<file path="config.mk">
export PLATFORM = sky130hd
export DESIGN_NAME = fb_read_arbiter_flat
export DESIGN_NICKNAME = d
export VERILOG_FILES = /design/src/rtl/fb_read_arbiter_pkg.sv /design/src/rtl/fb_read_arbiter_if.sv /design/src/rtl/fb_rd_tag_pipe.sv /design/src/rtl/fb_read_arbiter.sv /design/src/flat_wrapper.sv
export SDC_FILE = /design/constraint.sdc
export NUM_CORES = 1
export LEC_CHECK = 0
export CORE_AREA = 2 2 80 82
export CTS_CLUSTER_SIZE = 30
export DETAILED_ROUTE_END_ITERATION = 10
export DIE_AREA = 0 0 82 84
export PLACE_DENSITY = 0.91
export SETUP_SLACK_MARGIN = 0.15
export SLEW_MARGIN = 25
export SYNTH_ARGS = -nofsm -noshare
export SYNTH_HDL_FRONTEND = slang
export SYNTH_SLANG_ARGS = --single-unit
</file>
<file path="constraint.sdc">
create_clock -name clk -period 2.7 [get_ports clk]
set_clock_uncertainty 0.1 [all_clocks]
set_input_delay 0.54 -clock clk [delete_from_list [all_inputs] [get_ports clk]]
set_output_delay 0.54 -clock clk [all_outputs]
set_load 0.1 [all_outputs]
</file>
<file path="src/rtl/fb_read_arbiter_pkg.sv">
// Shared types and constants for the frame-buffer read arbiter: geometry
// constants, the read-tag owner encoding and the tag carried through the read latency.
package fb_arb_pkg;

    localparam int ADDR_W  = 19;
    localparam int DATA_W  = 8;
    localparam int NUM_PIX = 307200;

    typedef enum logic [1:0] {
        TAG_NONE = 2'd0,
        TAG_DISP = 2'd1,
        TAG_PROC = 2'd2,
        TAG_DUMP = 2'd3
    } tag_owner_e;

    typedef struct packed {
        tag_owner_e owner;
        logic       oob;
    } rd_tag_t;

    localparam rd_tag_t TAG_IDLE = '{owner: TAG_NONE, oob: 1'b0};

endpackage

</file>
<file path="src/rtl/fb_read_arbiter_if.sv">
// Requester, frame-buffer and error signals of the read arbiter, grouped as one bundle.
// The slave modport is the arbiter side; master is the requester/buffer side.
interface fb_read_arbiter_if #(
    parameter int ADDR_W = fb_arb_pkg::ADDR_W,
    parameter int DATA_W = fb_arb_pkg::DATA_W
);
    logic              disp_req;
    logic [ADDR_W-1:0] disp_addr;
    logic [DATA_W-1:0] disp_rdata;
    logic              disp_rvalid;

    logic              proc_valid;
    logic [ADDR_W-1:0] proc_addr;
    logic              proc_ready;
    logic [DATA_W-1:0] proc_rdata;
    logic              proc_rvalid;

    logic              dump_valid;
    logic [ADDR_W-1:0] dump_addr;
    logic              dump_ready;
    logic [DATA_W-1:0] dump_rdata;
    logic              dump_rvalid;

    logic [ADDR_W-1:0] buf_addr_rd;
    logic [DATA_W-1:0] buf_rdata;

    logic              err_oob;
    logic              err_clr;

    modport slave (
        input  disp_req, disp_addr, proc_valid, proc_addr, dump_valid, dump_addr,
               buf_rdata, err_clr,
        output disp_rdata, disp_rvalid, proc_ready, proc_rdata, proc_rvalid,
               dump_ready, dump_rdata, dump_rvalid, buf_addr_rd, err_oob
    );

    modport master (
        output disp_req, disp_addr, proc_valid, proc_addr, dump_valid, dump_addr,
               buf_rdata, err_clr,
        input  disp_rdata, disp_rvalid, proc_ready, proc_rdata, proc_rvalid,
               dump_ready, dump_rdata, dump_rvalid, buf_addr_rd, err_oob
    );

endinterface

</file>
<file path="src/rtl/fb_rd_tag_pipe.sv">
// Fixed-depth shift register carrying each read's {owner, oob} tag alongside
// the frame buffer's read latency; synchronous active-low clear flushes to TAG_NONE.
module fb_rd_tag_pipe
    import fb_arb_pkg::*;
#(
    parameter int DEPTH = 2
) (
    input  logic    clk,
    input  logic    rst_n,
    input  rd_tag_t tag_in,
    output rd_tag_t tag_out
);

    rd_tag_t stage_q [DEPTH];

    // NOTE: every stage is cleared, not just a valid bit -- a read in flight at
    // reset must never surface as an rvalid. This is a handful of flops, not a RAM.
    always_ff @(posedge clk) begin
        if (!rst_n) begin
            for (int i = 0; i < DEPTH; i++) begin
                stage_q[i] <= TAG_IDLE;
            end
        end else begin
            stage_q[0] <= tag_in;
            for (int i = 1; i < DEPTH; i++) begin
                stage_q[i] <= stage_q[i-1];
            end
        end
    end

    assign tag_out = stage_q[DEPTH-1];

endmodule

</file>
<file path="src/rtl/fb_read_arbiter.sv">
// Shares the frame buffer read port: display has strict priority, processing and
// dump alternate round-robin. Returned pixels are steered to their owner by tag.
module fb_read_arbiter #(
    parameter int ADDR_W  = fb_arb_pkg::ADDR_W,
    parameter int DATA_W  = fb_arb_pkg::DATA_W,
    parameter int NUM_PIX = fb_arb_pkg::NUM_PIX,
    parameter int RD_LAT  = 1
) (
    input logic              clk,
    input logic              rst_n,
    fb_read_arbiter_if.slave bus
);
    import fb_arb_pkg::*;

    // One extra bit so NUM_PIX == 2**ADDR_W still compares correctly.
    localparam logic [ADDR_W:0] PIX_LIMIT = (ADDR_W + 1)'(NUM_PIX);

    tag_owner_e        gnt_owner;
    logic [ADDR_W-1:0] gnt_addr;
    logic              gnt_oob;
    logic              proc_ready;
    logic              dump_ready;
    logic              rr_ptr;
    logic [ADDR_W-1:0] buf_addr_q;
    logic              err_oob_q;
    rd_tag_t           tag_in;
    rd_tag_t           tag_out;

    // NOTE: all outputs get a default before any branch, so no path leaves a
    // variable unassigned and no latch is inferred.
    always_comb begin
        gnt_owner  = TAG_NONE;
        gnt_addr   = '0;
        proc_ready = 1'b0;
        dump_ready = 1'b0;
        if (rst_n) begin
            if (bus.disp_req) begin
                gnt_owner = TAG_DISP;
                gnt_addr  = bus.disp_addr;
            end else if (bus.proc_valid && (!rr_ptr || !bus.dump_valid)) begin
                gnt_owner  = TAG_PROC;
                gnt_addr   = bus.proc_addr;
                proc_ready = 1'b1;
            end else if (bus.dump_valid) begin
                gnt_owner  = TAG_DUMP;
                gnt_addr   = bus.dump_addr;
                dump_ready = 1'b1;
            end
        end
    end

    assign gnt_oob = (gnt_owner != TAG_NONE) && ({1'b0, gnt_addr} >= PIX_LIMIT);
    assign tag_in  = '{owner: gnt_owner, oob: gnt_oob};

    // NOTE: state is updated with non-blocking assignments so every register
    // samples pre-edge values regardless of statement order.
    always_ff @(posedge clk) begin
        if (!rst_n) begin
            rr_ptr     <= 1'b0;
            buf_addr_q <= '0;
            err_oob_q  <= 1'b0;
        end else begin
            if (gnt_owner != TAG_NONE) begin
                buf_addr_q <= gnt_oob ? '0 : gnt_addr;
            end
            if (proc_ready) begin
                rr_ptr <= 1'b1;
            end else if (dump_ready) begin
                rr_ptr <= 1'b0;
            end
            // A new error outranks a clear in the same cycle.
            if (gnt_oob) begin
                err_oob_q <= 1'b1;
            end else if (bus.err_clr) begin
                err_oob_q <= 1'b0;
            end
        end
    end

    fb_rd_tag_pipe #(
        .DEPTH (RD_LAT + 1)
    ) u_tag_pipe (
        .clk     (clk),
        .rst_n   (rst_n),
        .tag_in  (tag_in),
        .tag_out (tag_out)
    );

    logic [DATA_W-1:0] ret_data;
    logic              disp_hit;
    logic              proc_hit;
    logic              dump_hit;
    logic [DATA_W-1:0] disp_hold;
    logic [DATA_W-1:0] proc_hold;
    logic [DATA_W-1:0] dump_hold;

    assign ret_data = tag_out.oob ? '0 : bus.buf_rdata;
    assign disp_hit = rst_n && (tag_out.owner == TAG_DISP);
    assign proc_hit = rst_n && (tag_out.owner == TAG_PROC);
    assign dump_hit = rst_n && (tag_out.owner == TAG_DUMP);

    // Each owner keeps its last pixel until its next return.
    always_ff @(posedge clk) begin
        if (!rst_n) begin
            disp_hold <= '0;
            proc_hold <= '0;
            dump_hold <= '0;
        end else begin
            if (disp_hit) disp_hold <= ret_data;
            if (proc_hit) proc_hold <= ret_data;
            if (dump_hit) dump_hold <= ret_data;
        end
    end

    assign bus.disp_rvalid = disp_hit;
    assign bus.proc_rvalid = proc_hit;
    assign bus.dump_rvalid = dump_hit;
    assign bus.disp_rdata  = disp_hit ? ret_data : disp_hold;
    assign bus.proc_rdata  = proc_hit ? ret_data : proc_hold;
    assign bus.dump_rdata  = dump_hit ? ret_data : dump_hold;
    assign bus.proc_ready  = proc_ready;
    assign bus.dump_ready  = dump_ready;
    assign bus.buf_addr_rd = buf_addr_q;
    assign bus.err_oob     = err_oob_q;

endmodule

</file>
<file path="src/flat_wrapper.sv">
// flat-port wrapper written by rule: the top's interface ports become plain ports
module fb_read_arbiter_flat import fb_arb_pkg::*;
#(
    parameter int ADDR_W  = fb_arb_pkg::ADDR_W,
    parameter int DATA_W  = fb_arb_pkg::DATA_W,
    parameter int NUM_PIX = fb_arb_pkg::NUM_PIX,
    parameter int RD_LAT  = 1
)
  (clk, rst_n, bus_disp_req, bus_disp_addr, bus_proc_valid, bus_proc_addr, bus_dump_valid, bus_dump_addr, bus_buf_rdata, bus_err_clr, bus_disp_rdata, bus_disp_rvalid, bus_proc_ready, bus_proc_rdata, bus_proc_rvalid, bus_dump_ready, bus_dump_rdata, bus_dump_rvalid, bus_buf_addr_rd, bus_err_oob);
  fb_read_arbiter_if #(.ADDR_W(ADDR_W), .DATA_W(DATA_W)) bus_i ();
  input logic clk;
  input logic rst_n;
  input wire logic [$bits(bus_i.disp_req)-1:0] bus_disp_req;
  input wire logic [$bits(bus_i.disp_addr)-1:0] bus_disp_addr;
  input wire logic [$bits(bus_i.proc_valid)-1:0] bus_proc_valid;
  input wire logic [$bits(bus_i.proc_addr)-1:0] bus_proc_addr;
  input wire logic [$bits(bus_i.dump_valid)-1:0] bus_dump_valid;
  input wire logic [$bits(bus_i.dump_addr)-1:0] bus_dump_addr;
  input wire logic [$bits(bus_i.buf_rdata)-1:0] bus_buf_rdata;
  input wire logic [$bits(bus_i.err_clr)-1:0] bus_err_clr;
  output wire logic [$bits(bus_i.disp_rdata)-1:0] bus_disp_rdata;
  output wire logic [$bits(bus_i.disp_rvalid)-1:0] bus_disp_rvalid;
  output wire logic [$bits(bus_i.proc_ready)-1:0] bus_proc_ready;
  output wire logic [$bits(bus_i.proc_rdata)-1:0] bus_proc_rdata;
  output wire logic [$bits(bus_i.proc_rvalid)-1:0] bus_proc_rvalid;
  output wire logic [$bits(bus_i.dump_ready)-1:0] bus_dump_ready;
  output wire logic [$bits(bus_i.dump_rdata)-1:0] bus_dump_rdata;
  output wire logic [$bits(bus_i.dump_rvalid)-1:0] bus_dump_rvalid;
  output wire logic [$bits(bus_i.buf_addr_rd)-1:0] bus_buf_addr_rd;
  output wire logic [$bits(bus_i.err_oob)-1:0] bus_err_oob;
  assign bus_i.disp_req = bus_disp_req;
  assign bus_i.disp_addr = bus_disp_addr;
  assign bus_i.proc_valid = bus_proc_valid;
  assign bus_i.proc_addr = bus_proc_addr;
  assign bus_i.dump_valid = bus_dump_valid;
  assign bus_i.dump_addr = bus_dump_addr;
  assign bus_i.buf_rdata = bus_buf_rdata;
  assign bus_i.err_clr = bus_err_clr;
  assign bus_disp_rdata = bus_i.disp_rdata;
  assign bus_disp_rvalid = bus_i.disp_rvalid;
  assign bus_proc_ready = bus_i.proc_ready;
  assign bus_proc_rdata = bus_i.proc_rdata;
  assign bus_proc_rvalid = bus_i.proc_rvalid;
  assign bus_dump_ready = bus_i.dump_ready;
  assign bus_dump_rdata = bus_i.dump_rdata;
  assign bus_dump_rvalid = bus_i.dump_rvalid;
  assign bus_buf_addr_rd = bus_i.buf_addr_rd;
  assign bus_err_oob = bus_i.err_oob;
  fb_read_arbiter #(.ADDR_W(ADDR_W), .DATA_W(DATA_W), .NUM_PIX(NUM_PIX), .RD_LAT(RD_LAT)) u_core (.clk(clk), .rst_n(rst_n), .bus(bus_i));
endmodule
</file>
# Word level (Yosys, flattened, before mapping)

Memories as Yosys holds them, arrays and structs flattened.
Index checks and enable logic that the tools add are counted.

Input bits: 71
Logic and storage cells: 52
Register bits after elaboration: 45
Memories kept: 1
Bits in writable memories: 6
Output and inout bits: 49

Reductions and logical operators: 11
Muxes and demuxes: 28
Bitwise gates (word level): 2
Eq/ne operators: 3
Magnitude comparators: 1

Memory list:

| memory                    | depth | width | read ports | clocked after Yosys merged registers in | write ports | RTL line             | source |
|---|---|---|---|---|---|---|---|
| u_core.u_tag_pipe.stage_q | 2     | 3     | 2          | 0                                       | 2           | fb_rd_tag_pipe.sv:14 | `rd_tag_t stage_q [DEPTH];` |

Operator list:

| kind                 | count |
|---|---|
| $mux 19              | 5 |
| $mux 8               | 4 |
| $ge 19x19->1 const B | 1 |
| $mux 1               | 13 |
| $mux 2               | 4 |
| $mux 3               | 2 |
| $reduce_bool 2->1    | 3 |
| $logic_and 1x1->1    | 5 |
| $eq 2x2->1 const B   | 2 |
| $eq 2x1->1 const B   | 1 |
| $logic_not 1->1      | 2 |
| $or 1x1->1           | 2 |
| $logic_or 1x1->1     | 1 |

# Longest topological paths before layout

Depth in word-level cells: 9
Depth in mapped cells: 7
Mapped depth without buffers: 5

# Hierarchy

Synthesis repeated with hierarchy kept, for this count alone.

Cells, all modules: 283
Area total of the unflattened synthesis: 2347.3 µm²

By module, submodules not included:

| module          | area an instance (µm²) | instances | cells each |
|---|---|---|---|
| fb_read_arbiter | 2167.1                 | 1         | 268 |
| fb_rd_tag_pipe  | 180.2                  | 1         | 15 |

# Worst setup path after synthesis

OpenSTA, ideal clock, no wires.

Kind: input-to-output
Start point: input rst_n
End point: output bus_proc_rdata[6]
Cell stages on the path: 3
Arrival: 3.090 ns
Path buffers: 1
Slack: -1.030 ns
Cell sequence: nand3b_1 > clkbuf_1 > o21ai_0

Word-level cells in the longest chain between the ends: 2

RTL lines:

| item               | RTL line               | source |
|---|---|---|
| start: declaration | flat_wrapper.sv:12     | `input logic rst_n;` |
| $logic_and 1x1->1  | fb_read_arbiter.sv:99  | `assign proc_hit = rst_n && (tag_out.owner == TAG_PROC);` |
| $mux 8             | fb_read_arbiter.sv:119 | `assign bus.proc_rdata = proc_hit ? ret_data : proc_hold;` |
| end: declaration   | flat_wrapper.sv:24     | `output wire logic [$bits(bus_i.proc_rdata)-1:0] bus_proc_rdata;` |

No other way between the ends.

# Worst setup path in the final report

Start point: input bus_dump_valid
End point: output bus_dump_ready

Word-level cells in the longest chain between the ends: 6

RTL lines:

| item               | RTL line              | source |
|---|---|---|
| start: declaration | flat_wrapper.sv:17    | `input wire logic [$bits(bus_i.dump_valid)-1:0] bus_dump_valid;` |
| $logic_not 1->1    | fb_read_arbiter.sv:40 | `end else if (bus.proc_valid && (!rr_ptr \|\| !bus.dump_valid)) begin` |
| $logic_or 1x1->1   | fb_read_arbiter.sv:40 |  |
| $logic_and 1x1->1  | fb_read_arbiter.sv:40 |  |
| $mux 1 (*)         | fb_read_arbiter.sv:40 |  |
| $mux 1 (*)         | fb_read_arbiter.sv:37 | `if (bus.disp_req) begin` |
| $mux 1 (*)         | fb_read_arbiter.sv:36 | `if (rst_n) begin` |
| end: declaration   | flat_wrapper.sv:26    | `output wire logic [$bits(bus_i.dump_ready)-1:0] bus_dump_ready;` |

Mark *: on every way between the ends. The rest lies on a longest branch, timed or not.

==> out/results.env <==
STATUS='finished, final reports clean'
TIMING.FINAL.CRIT_PERIOD_NS=2.494
HOLD_CLASS='reg -> reg'
DR.FIRST_ITER.DRC_COUNT=111
OVERALL_DIE_HEIGHT_MICRONS=84
CRITICAL_PATH.MAX_FANOUT=9
CLOCKBUFFERDEPTH=2
POST_SYNTH_AND_OR_NAND_NOR_AREA_FRACTION_PCT=29.90
GRT_FIRST_PASS_WIRELENGTH_MICRONS=12730
FIRST_GLOBAL_VIAS=2773
IO_PINS=120
WORST_SKEW_PAIR.LATE_LATENCY_NS=0.30
FIRST_PASS_ITERS=5
FINAL_COMMON_CELL='sky130_fd_sc_hd__clkdlybuf4s50_1'
ANTENNA_VIOLATING_NETS_POST_ROUTE=0
POWER.SWITCHING_uW=756.6
ANTENNA_CELLS=0
COMBPWRFRAC_PCT=37.8
WORSTPATHREQUIRED_NS=2.06
DETAILEDPLACEMENTHPWL_MICRONS=6045
TIGHTEST_SLEW_NS=0.8014
CTS_BUFFERS=5
WORSTPATHCELLLIST='clkdlybuf4s50_1, a21bo_4, and3_2, buf_12'
CLK_TRANSITION_REPORTED_PATHS_NS=0.09
POSTSYNTHREGISTERBITS=51
NETLIST_AREA_SQ_UM=2561
FINAL_HOLD_VIOL_COUNT=0
CRITICAL-PATH-SLOWEST-CELL='sky130_fd_sc_hd__clkdlybuf4s50_1'
WIRELENGTH_MICRONS=7947
CORE.ROWCOUNT=29
H_TREE_LEVELS=2
SYNTH_CELL_TYPES=38
SYNTH.AREA.TOP_CELLS='sky130_fd_sc_hd__dfxtp_1 (40%), sky130_fd_sc_hd__nand2_1 (7.5%), sky130_fd_sc_hd__and2_1 (7.3%)'
MAX-SLEW-MARGIN-REL_PCT=46.28
DRC_ERRORS=0
WORSTPATHARRIVAL_NS=1.85
INITIAL_CORE_UTIL_PCT=42.02
SYNTH.LARGEST_AREA_CELL='sky130_fd_sc_hd__dfxtp_1'
CTS_NUM_SINKS=51
CTS-ROOT-BUF='sky130_fd_sc_hd__clkbuf_8'
VDD.IR_DROP.WORST_mV=0.3225
SWITCHING_SHARE_PCT=37.88
YOSYS.AREA.TOP_TYPE_SHARE_PCT=39.86
LAYOUT-AREA-OVERHEAD-VS-SYNTH_PCT=66.63
GP_ROUTABILITY_CONGESTION=0.9865
WORSTSETUPENDPOINTTYPE='primary output'
CRITICAL_PATH_CLASS='in -> out'
DETAIL_ROUTE.WL_PER_CELL_MICRONS=15.22
SYNTH_COMPOUND_AREA_SHARE_PCT=24.23
POST_SYN_AREA_PER_CELL_SQ_UM=8.029
CHIPWIDTH_MICRONS=82
WORST_PATH_LARGEST_CELL_DELAY_NS=0.63
FINAL.FILL_COUNT=457
GRT_START_MAX_NET_PINS=39
CORE_AREA_SQ_UM=6096
NETS=515
P_INT_mW=1.241
SYNTH_XOR_XNOR_AREA_SHARE_PCT=0
MUXSHAREOFSYNTHAREA_PCT=0
SYNTH_TOP_FAMILY_BY_AREA='simple AND/OR/NAND/NOR gates'
MOSTFREQUENTLAYOUTCELLS='sky130_fd_sc_hd__clkdlybuf4s50_1 (69), sky130_fd_sc_hd__nand2_1 (51), sky130_fd_sc_hd__dfxtp_1 (51)'
DIE_AREA_SQ_UM=6888
PERIOD_SHARE_PCT=92.36
POWER_FRAC_CLOCK_PCT=21.2
SETUP_REPAIR_AFTER_GLOBAL_ROUTING_MISSED_ITS_MARGIN='false'
POWER_DENSITY_nW_PER_UM2=468.0
GRT_OVERFLOW=0
HOLD-WORST-SLACK_NS=0.3405
DRIVE_GT1_SHARE_PCT=21.35
YOSYS_WARNINGS=0
CTS_TREE='yes'
PORT_BUFFERS=119
SYN_INST=319
YS_SEQ_AREA_SHARE_PCT=39.86
TIMING_MAX_TRANSITION_VIOLATIONS_FINAL=0
YOSYS.AREA_SHARE.ADDER_PCT=0
MAPPEDNETLISTNETS=390
POST_CTS_HOLD_BUFFERS=0
STARTPOINT_TYPE='primary input'
TOTAL_POWER_mW=1.997
NUM_VIAS=2847
GLOBALROUTETOTALUTIL_PCT=23.32
GRT_ANTENNA_BEFORE_REPAIR=0
LEAKAGE_nW=1.699
SETUP_VIOL=0
DETAIL_ROUTE.VIAS_PER_CELL=5.454
FMAX_MHz=401.0
TIMING.MAX_CAP.VIOLATIONS=0
SEQUENTIAL_POWER_SHARE_PCT=41.0
critical path: cells and delay by family:
family	cells	cell delay, ns
buffers and inverters	2	0.80
AO/OA/AOI/OAI	1	0.27
AND/OR/NAND/NOR	1	0.23
worst paths after layout:
path         cells past startpoint  slack [ns]                         endpoint                             from
max                              4        0.21                   bus_dump_ready                   bus_dump_valid
min                              1        0.34  u_core.u_tag_pipe.stage_q[0][5]  u_core.u_tag_pipe.stage_q[0][2]
max reg2reg                      6        0.72        u_core.bus.buf_addr_rd[1]                    u_core.rr_ptr
min reg2reg                      1        0.34  u_core.u_tag_pipe.stage_q[0][5]  u_core.u_tag_pipe.stage_q[0][2]
power by group through the flow:
| stage | Clock (mW) | Combinational (mW) | Sequential, mW |
|---|---|---|---|
| final | 0.424 | 0.755 | 0.819 |
| after CTS | 0.434 | 0.743 | 0.817 |
| after detailed placement | 0 | 0.741 | 0.832 |
| after floorplan | 0 | 0.270 | 1.04 |
| after global placement | 0 | 0.727 | 0.833 |
| after global routing | 0.468 | 0.791 | 0.822 |
logic make-up after synthesis:
logic type,after synthesis
AND/OR/NAND/NOR,148
buffers and inverters,32
flip-flops,51
AO/OA/AOI/OAI,88
layer usage:
layer / vias to the layer above / GRT usage [%] / routed length (microns) / share of wire [%]
li1: 1383 / - / - / -
met1: 1325 / 27.47 / 3197 / 40
met2: 123 / 41.54 / 4132 / 52
met3: 16 / 3.788 / 477 / 6.0
met4: 0 / 8.182 / 140 / 1.8
met5: - / 0 / 0 / 0
timing repair:
item                       4_1_cts  5_1_grt
pin swaps                        0        1
buffers inserted                 0        4
resized for setup                1        2
setup endpoints to repair        1       16
cell type report:
cell class                 count  area (sq um)  share of cell area (%)
tap                           77         96.34                   2.257
timing repair buffer         141          1604                   37.58
clock buffer                   6         72.57                   1.700
sequential                    51          1021                   23.92
inverter                       9         33.78                  0.7916
multi-input combinational    236          1428                   33.45
clock inverter                 2         12.51                  0.2932
cell usage after synthesis:
| library cell | count |
|---|---|
| sky130_fd_sc_hd__a221o_1 | 1 |
| sky130_fd_sc_hd__dfxtp_1 | 51 |
| sky130_fd_sc_hd__buf_2 | 6 |
| sky130_fd_sc_hd__o21ai_0 | 30 |
| sky130_fd_sc_hd__o2bb2ai_1 | 2 |
| sky130_fd_sc_hd__and2_1 | 30 |
| sky130_fd_sc_hd__o31ai_1 | 1 |
| sky130_fd_sc_hd__buf_4 | 1 |
| sky130_fd_sc_hd__o31a_1 | 1 |
| sky130_fd_sc_hd__nand4_1 | 1 |
| sky130_fd_sc_hd__o211ai_1 | 1 |
| sky130_fd_sc_hd__a22oi_2 | 1 |
| sky130_fd_sc_hd__inv_1 | 9 |
| sky130_fd_sc_hd__nand2b_1 | 8 |
| sky130_fd_sc_hd__o21ai_1 | 8 |
| sky130_fd_sc_hd__a32oi_1 | 12 |
| sky130_fd_sc_hd__a21oi_1 | 10 |
| sky130_fd_sc_hd__a221oi_1 | 4 |
| sky130_fd_sc_hd__nor3_1 | 3 |
| sky130_fd_sc_hd__nor2_1 | 7 |
| sky130_fd_sc_hd__a211oi_1 | 6 |
| sky130_fd_sc_hd__and3_4 | 2 |
| sky130_fd_sc_hd__nand3b_1 | 13 |
| sky130_fd_sc_hd__a21boi_2 | 1 |
| sky130_fd_sc_hd__o211ai_2 | 1 |
| sky130_fd_sc_hd__a2bb2oi_4 | 1 |
| sky130_fd_sc_hd__nand3_1 | 30 |
| sky130_fd_sc_hd__and3_1 | 1 |
| sky130_fd_sc_hd__clkbuf_1 | 13 |
| sky130_fd_sc_hd__buf_6 | 3 |
| sky130_fd_sc_hd__nor2b_1 | 2 |
| sky130_fd_sc_hd__a2111oi_0 | 2 |
| sky130_fd_sc_hd__o31ai_4 | 1 |
| sky130_fd_sc_hd__a21oi_2 | 1 |
| sky130_fd_sc_hd__a311oi_1 | 1 |
| sky130_fd_sc_hd__nand2_1 | 51 |
| sky130_fd_sc_hd__o21a_1 | 2 |
| sky130_fd_sc_hd__a21bo_2 | 1 |
stage by stage:
stage                     std cells  instance area, sq um  utilization (%)  setup WS, ns  setup TNS [ns]
final                           522                  4268            70.01        0.2062               0
after global routing            522                  4268            70.01        0.1547               0
after CTS                       518                  4215            69.15        0.1878               0
after detailed placement        510                  4124            67.65      -0.06666         -0.4023
after global placement          510                  4119            67.57       0.03651               0
after floorplan                 319                  2581                -      -0.09238          -1.726
flip-flops by register name (all words and copies together), names as in the netlist:
| signal | count |
|---|---|
| u_core.disp_hold | 8 |
| u_core.rr_ptr | 1 |
| u_core.u_tag_pipe.stage_q | 6 |
| u_core.dump_hold | 8 |
| u_core.bus.buf_addr_rd | 19 |
| u_core.bus.err_oob | 1 |
| u_core.proc_hold | 8 |
Note: power is estimated with default switching activity, not from simulation.
